<file path="src/rtl/lm_sm_pkg.sv">
// rtl/lm_sm_pkg.sv - shared types and constants for the LM/SM multi-register sequencer
package lm_sm_pkg;

  localparam int NREGS = 8;
  localparam int IDX_W = 3;

  localparam logic [3:0] OP_LM = 4'd6;
  localparam logic [3:0] OP_SM = 4'd7;

  typedef enum logic [2:0] {
    IDLE,
    SCAN,
    REQ,
    WB,
    DONE
  } state_t;

endpackage

</file>
<file path="src/rtl/lsb_prio_enc8.sv">
// rtl/lsb_prio_enc8.sv - combinational lowest-set-bit encoder for an 8-bit vector
module lsb_prio_enc8
  import lm_sm_pkg::*;
(
  input  logic [NREGS-1:0] vec,
  output logic [IDX_W-1:0] idx,
  output logic             any
);

  // Scan from the top so the last hit written is the lowest set bit.
  always_comb begin
    idx = '0;
    any = |vec;
    for (int i = NREGS - 1; i >= 0; i--) begin
      if (vec[i]) idx = IDX_W'(i);
    end
  end

endmodule

</file>
<file path="src/rtl/lm_sm_sequencer.sv">
// rtl/lm_sm_sequencer.sv - walks an LM/SM register mask, one memory transfer per set bit
module lm_sm_sequencer
  import lm_sm_pkg::*;
#(
  parameter int DATA_W = 16,
  parameter int ADDR_W = 16
) (
  input  logic              clk,
  input  logic              proc_rst,
  input  logic              start,
  input  logic              is_store,
  input  logic [NREGS-1:0]  reg_mask,
  input  logic [ADDR_W-1:0] base_addr,
  output logic              busy,
  output logic              done,
  output logic [IDX_W-1:0]  rf_rd_idx,
  input  logic [DATA_W-1:0] rf_rd_data,
  output logic              rf_wr_en,
  output logic [IDX_W-1:0]  rf_wr_idx,
  output logic [DATA_W-1:0] rf_wr_data,
  output logic              mem_req,
  output logic              mem_we,
  output logic [ADDR_W-1:0] mem_addr,
  output logic [DATA_W-1:0] mem_wdata,
  input  logic              mem_ack,
  input  logic [DATA_W-1:0] mem_rdata,
  output logic [3:0]        xfer_count
);

  state_t             state, state_nxt;
  logic [NREGS-1:0]   pend_q;
  logic [ADDR_W-1:0]  ptr_q;
  logic               store_q;
  logic [IDX_W-1:0]   cur_idx_q;
  logic [DATA_W-1:0]  wdata_q;
  logic [DATA_W-1:0]  rdata_q;
  logic [3:0]         xfer_q;

  logic [IDX_W-1:0]   enc_idx;
  logic               enc_any;
  logic               step;

  lsb_prio_enc8 u_enc (
    .vec (pend_q),
    .idx (enc_idx),
    .any (enc_any)
  );

  // One transfer retires either on a store ack or in the load writeback cycle.
  assign step = ((state == REQ) && mem_ack && store_q) || (state == WB);

  always_comb begin
    state_nxt = state;
    case (state)
      IDLE: if (start) state_nxt = SCAN;
      SCAN: state_nxt = enc_any ? REQ : DONE;
      REQ:  if (mem_ack) state_nxt = store_q ? SCAN : WB;
      WB:   state_nxt = SCAN;
      DONE: state_nxt = IDLE;
      default: state_nxt = IDLE;
    endcase
  end

  always_ff @(posedge clk) begin
    if (proc_rst) begin
      state     <= IDLE;
      pend_q    <= '0;
      ptr_q     <= '0;
      store_q   <= 1'b0;
      cur_idx_q <= '0;
      wdata_q   <= '0;
      rdata_q   <= '0;
      xfer_q    <= '0;
    end else begin
      state <= state_nxt;
      if ((state == IDLE) && start) begin
        pend_q  <= reg_mask;
        ptr_q   <= base_addr;
        store_q <= is_store;
        xfer_q  <= '0;
      end
      // rf_rd_idx follows the encoder in SCAN, so rf_rd_data is already the source word.
      if ((state == SCAN) && enc_any) begin
        cur_idx_q <= enc_idx;
        wdata_q   <= rf_rd_data;
      end
      if ((state == REQ) && mem_ack && !store_q) rdata_q <= mem_rdata;
      if (step) begin
        pend_q <= pend_q & ~(NREGS'(1) << cur_idx_q);
        ptr_q  <= ptr_q + ADDR_W'(1);
        xfer_q <= xfer_q + 4'd1;
      end
    end
  end

  assign busy       = (state != IDLE);
  assign done       = (state == DONE);
  assign rf_rd_idx  = (state == SCAN) ? enc_idx : cur_idx_q;
  assign rf_wr_en   = (state == WB);
  assign rf_wr_idx  = cur_idx_q;
  assign rf_wr_data = rdata_q;
  assign mem_req    = (state == REQ);
  assign mem_we     = (state == REQ) && store_q;
  assign mem_addr   = ptr_q;
  assign mem_wdata  = wdata_q;
  assign xfer_count = xfer_q;

endmodule
</file>
<file path="config.mk">
export PLATFORM = sky130hd
export DESIGN_NAME = lm_sm_sequencer
export DESIGN_NICKNAME = d
export VERILOG_FILES = /design/src/rtl/lm_sm_pkg.sv /design/src/rtl/lsb_prio_enc8.sv /design/src/rtl/lm_sm_sequencer.sv
export SDC_FILE = /design/constraint.sdc
export NUM_CORES = 1
export LEC_CHECK = 0
export ABC_AREA = 1
export CORE_ASPECT_RATIO = 0.8
export CORE_MARGIN = 3
export CORE_UTILIZATION = 48
export CTS_CLUSTER_DIAMETER = 60
export CTS_CLUSTER_SIZE = 24
export DETAILED_ROUTE_END_ITERATION = 10
export GPL_ROUTABILITY_DRIVEN = 0
export HOLD_SLACK_MARGIN = 0.12
export PLACE_DENSITY_LB_ADDON = 0.25
export SKIP_CTS_REPAIR_TIMING = 1
export SKIP_LAST_GASP = 1
export SLEW_MARGIN = 0
export SYNTH_ARGS = -nofsm -noshare
export SYNTH_HDL_FRONTEND = slang
export SYNTH_HIERARCHICAL = 1
export SYNTH_SLANG_ARGS = --single-unit
</file>
<file path="constraint.sdc">
create_clock -name clk -period 2.2 [get_ports clk]
set_input_delay 0.22 -clock clk [delete_from_list [all_inputs] [get_ports clk]]
set_output_delay 0.22 -clock clk [all_outputs]
set_load 0.03 [all_outputs]
</file>
==> impl_metrics.tcl <==
set metrics [dict create \
    slew_headroom_pct 68.5 \
    synth_cell_types 32 \
    port-buffer-count 123 \
    critPathTopFamily "buffers and inverters" \
    path_clk_slew_ns 0.07 \
    h-tree-depth 3 \
    ys_seq_area_share_pct 41.3 \
    drt_wl_total_mm 9.16 \
    critPathArrivalTime_ns 1.85 \
    outcome "completed" \
    tns_ns 0 \
    crit_type "flip-flop to primary output" \
    grt_pass1_wl_mm 15.1 \
    synth_top_flop_cell "dfxtp_1" \
    synth_top_area_share_pct 41.3 \
    slew_violations 0 \
    yosysMostFrequentCell "nand2_1" \
    netlist_area_um2 3250 \
    synth-edff-count 0 \
    cts_root_buf "clkbuf_8" \
    num_rows 26 \
    nNetsFinal 664 \
    maxCapViolations 0 \
    antenna_found_initial 0 \
    die_h_um 79.6 \
    fp.dieW_um 97.9 \
    cp_max_fo 5 \
    finalHoldViolCount 0 \
    p_leak_nw 2.04 \
    synth_fp_nets 541 \
    worstSetupEndpointType "primary output" \
    dp_hpwl_mm 6.68 \
    grt_pass1_vias 3302 \
    track_usage_pct 23.8 \
    grt_max_degree 53 \
    cts.sinks 67 \
    skew_ns 0.00605 \
    fin_crit_ns 2.07 \
    route.detailed.drc 0 \
    syn-instance-count 478 \
    ant_nets 0 \
    synthTopCellsByArea "dfxtp_1 41%, nand2_1 10%, nor2_1 7.9%" \
    cts_inserted_buffers 9 \
    path_cells "inv_2 > nor2_4 > nand2_2 > inv_2 > clkdlybuf4s50_1" \
    setup_viol 0 \
    synthArstFlopShare_pct 0 \
    fillers 499 \
    crit_top_cell "inv_2" \
    diodes 0 \
    die_area_um2 7790 \
    hold_path.class "flip-flop to flip-flop" \
    insertion_delay_ns 0.34 \
    drt_iter0_markers 309 \
    ir_drop_v 0.000483 \
    postSynthAreaPerCell_um2 6.79 \
    crit_buf_inv 3 \
    io_pins 124 \
    syn_to_final_growth_pct 48.9 \
    max_stage_delay_ns 0.66 \
    yosysTopAreaCell "dfxtp_1" \
    ys_seq_elements 67 \
    cts_buffer_depth 2 \
    rsz0062_at_grt "false" \
    cts_tree "yes" \
    overflow 0 \
    multiInputGateArea_um2 1560 \
    core_area_um2 6470 \
    viasPerCell 5.13 \
    min_period_over_period_pct 94.1 \
    crit_slowest_cell "clkdlybuf4s50_1" \
    crit_required_ns 1.98 \
    critPathLaunchType "flip-flop" \
    regArea_um2 1340 \
    power_density_nw_per_um2 903 \
    hold_ws_ns 0.444 \
    synthTopCellsByCount "87 x nand2_1, 68 x nor2_1, 67 x dfxtp_1" \
    max_freq_mhz 483 \
    wl_per_cell_um 13.3 \
    drive_gt1_share_pct 7.43 \
    drtPass1Iterations 5 \
    yosysWarnings 6 \
    vias 3543 \
    initial_core_util_pct 50.1 \
    max_slew.worst_pin.slew_ns 0.472 \
]
-- report_power, final --
part | internal [mW] | switching (mW)
sequential | 1.39 | 0.155
combinational | 0.634 | 0.925
clock | 0.785 | 0.472
-- final cells by class --
class	instances	area share, %
clock buffers	10	2.85
clock inverters	6	2.33
inverters	64	4.97
multi-input cells	326	32.4
flip-flops and latches	67	27.8
well taps	84	2.18
repair buffers	133	27.6
-- state kept, by name, summed over array words and instances, names as in the netlist --
signal and count:
mem_addr 16, state 3, mem_wdata 16, rf_wr_idx 3
rf_wr_data 16, store_q 1, xfer_count 4, pend_q 8
-- worst register-to-register path, stage by stage, from the launching register on --
cell     delay, ns
dfxtp_1       0.45
inv_2         0.07
nor2_4        0.14
nand2_2       0.11
inv_2         0.08
nand3_2       0.36
o21ai_0       0.36
a21oi_1       0.07
-- per-stage QoR --
step                      setup WS, ns  instance area, µm²  instances  util [%]  total power [mW]
after floorplan                  0.581                3250        478         -              2.50
after global placement           0.408                4570        674      70.6              3.09
after detailed placement         0.330                4570        674      70.6              3.13
after CTS                      -0.0546                4820        690      74.4              4.39
after global routing            0.0201                4830        690      74.6              4.60
final                            0.129                4830        690      74.6              4.37
-- placed cells by master, fill, tap and decap left out, types with 2 or more instances in the layout --
cell             instances
clkdlybuf4s50_1        118
nand2_1                 87
nor2_1                  68
dfxtp_1                 67
inv_1                   59
o21ai_0                 50
a21oi_1                 31
nand3_1                 31
nand4_1                 19
clkbuf_8                10
nor3_1                   9
buf_4                    9
or2_2                    6
inv_2                    5
dlymetal6s2s_1           5
nand2_2                  3
o21ai_1                  3
bufinv_16                3
o22ai_1                  2
mux2i_1                  2
o21bai_1                 2
ha_1                     2
clkinv_4                 2
-- cells by family after synthesis --
group / after synthesis / share of synthesized area [%]
buf+inv: 85 / 10.5
fa+ha+maj: 2 / 0.771
compound gates: 90 / 14.2
mux: 2 / 0.617
xor+xnor: 2 / 0.540
flops: 67 / 41.3
simple gates: 230 / 32.0
-- routing by layer --
metal	global-route usage [%]	vias up	share of wire [%]
li1	-	1793	-
met4	6.92	0	1.5
met1	32.2	1594	45
met2	36.5	140	45
met3	7.51	16	8.8
met5	0	-	0
-- worst paths after layout --
check | end | cells after the start | from | slack [ns]
worst max register to register | rf_wr_data[9]$_SDFFE_PP0P_ | 7 | state[1]$_SDFFE_PP0P_ | 0.43
worst max-delay path | mem_req | 5 | state[1]$_SDFFE_PP0P_ | 0.13
worst min-delay path | rf_wr_data[10]$_SDFFE_PP0P_ | 2 | rf_wr_data[10]$_SDFFE_PP0P_ | 0.44
worst min register to register | rf_wr_data[10]$_SDFFE_PP0P_ | 2 | rf_wr_data[10]$_SDFFE_PP0P_ | 0.44
Note: power is estimated with default switching activity, not from simulation.
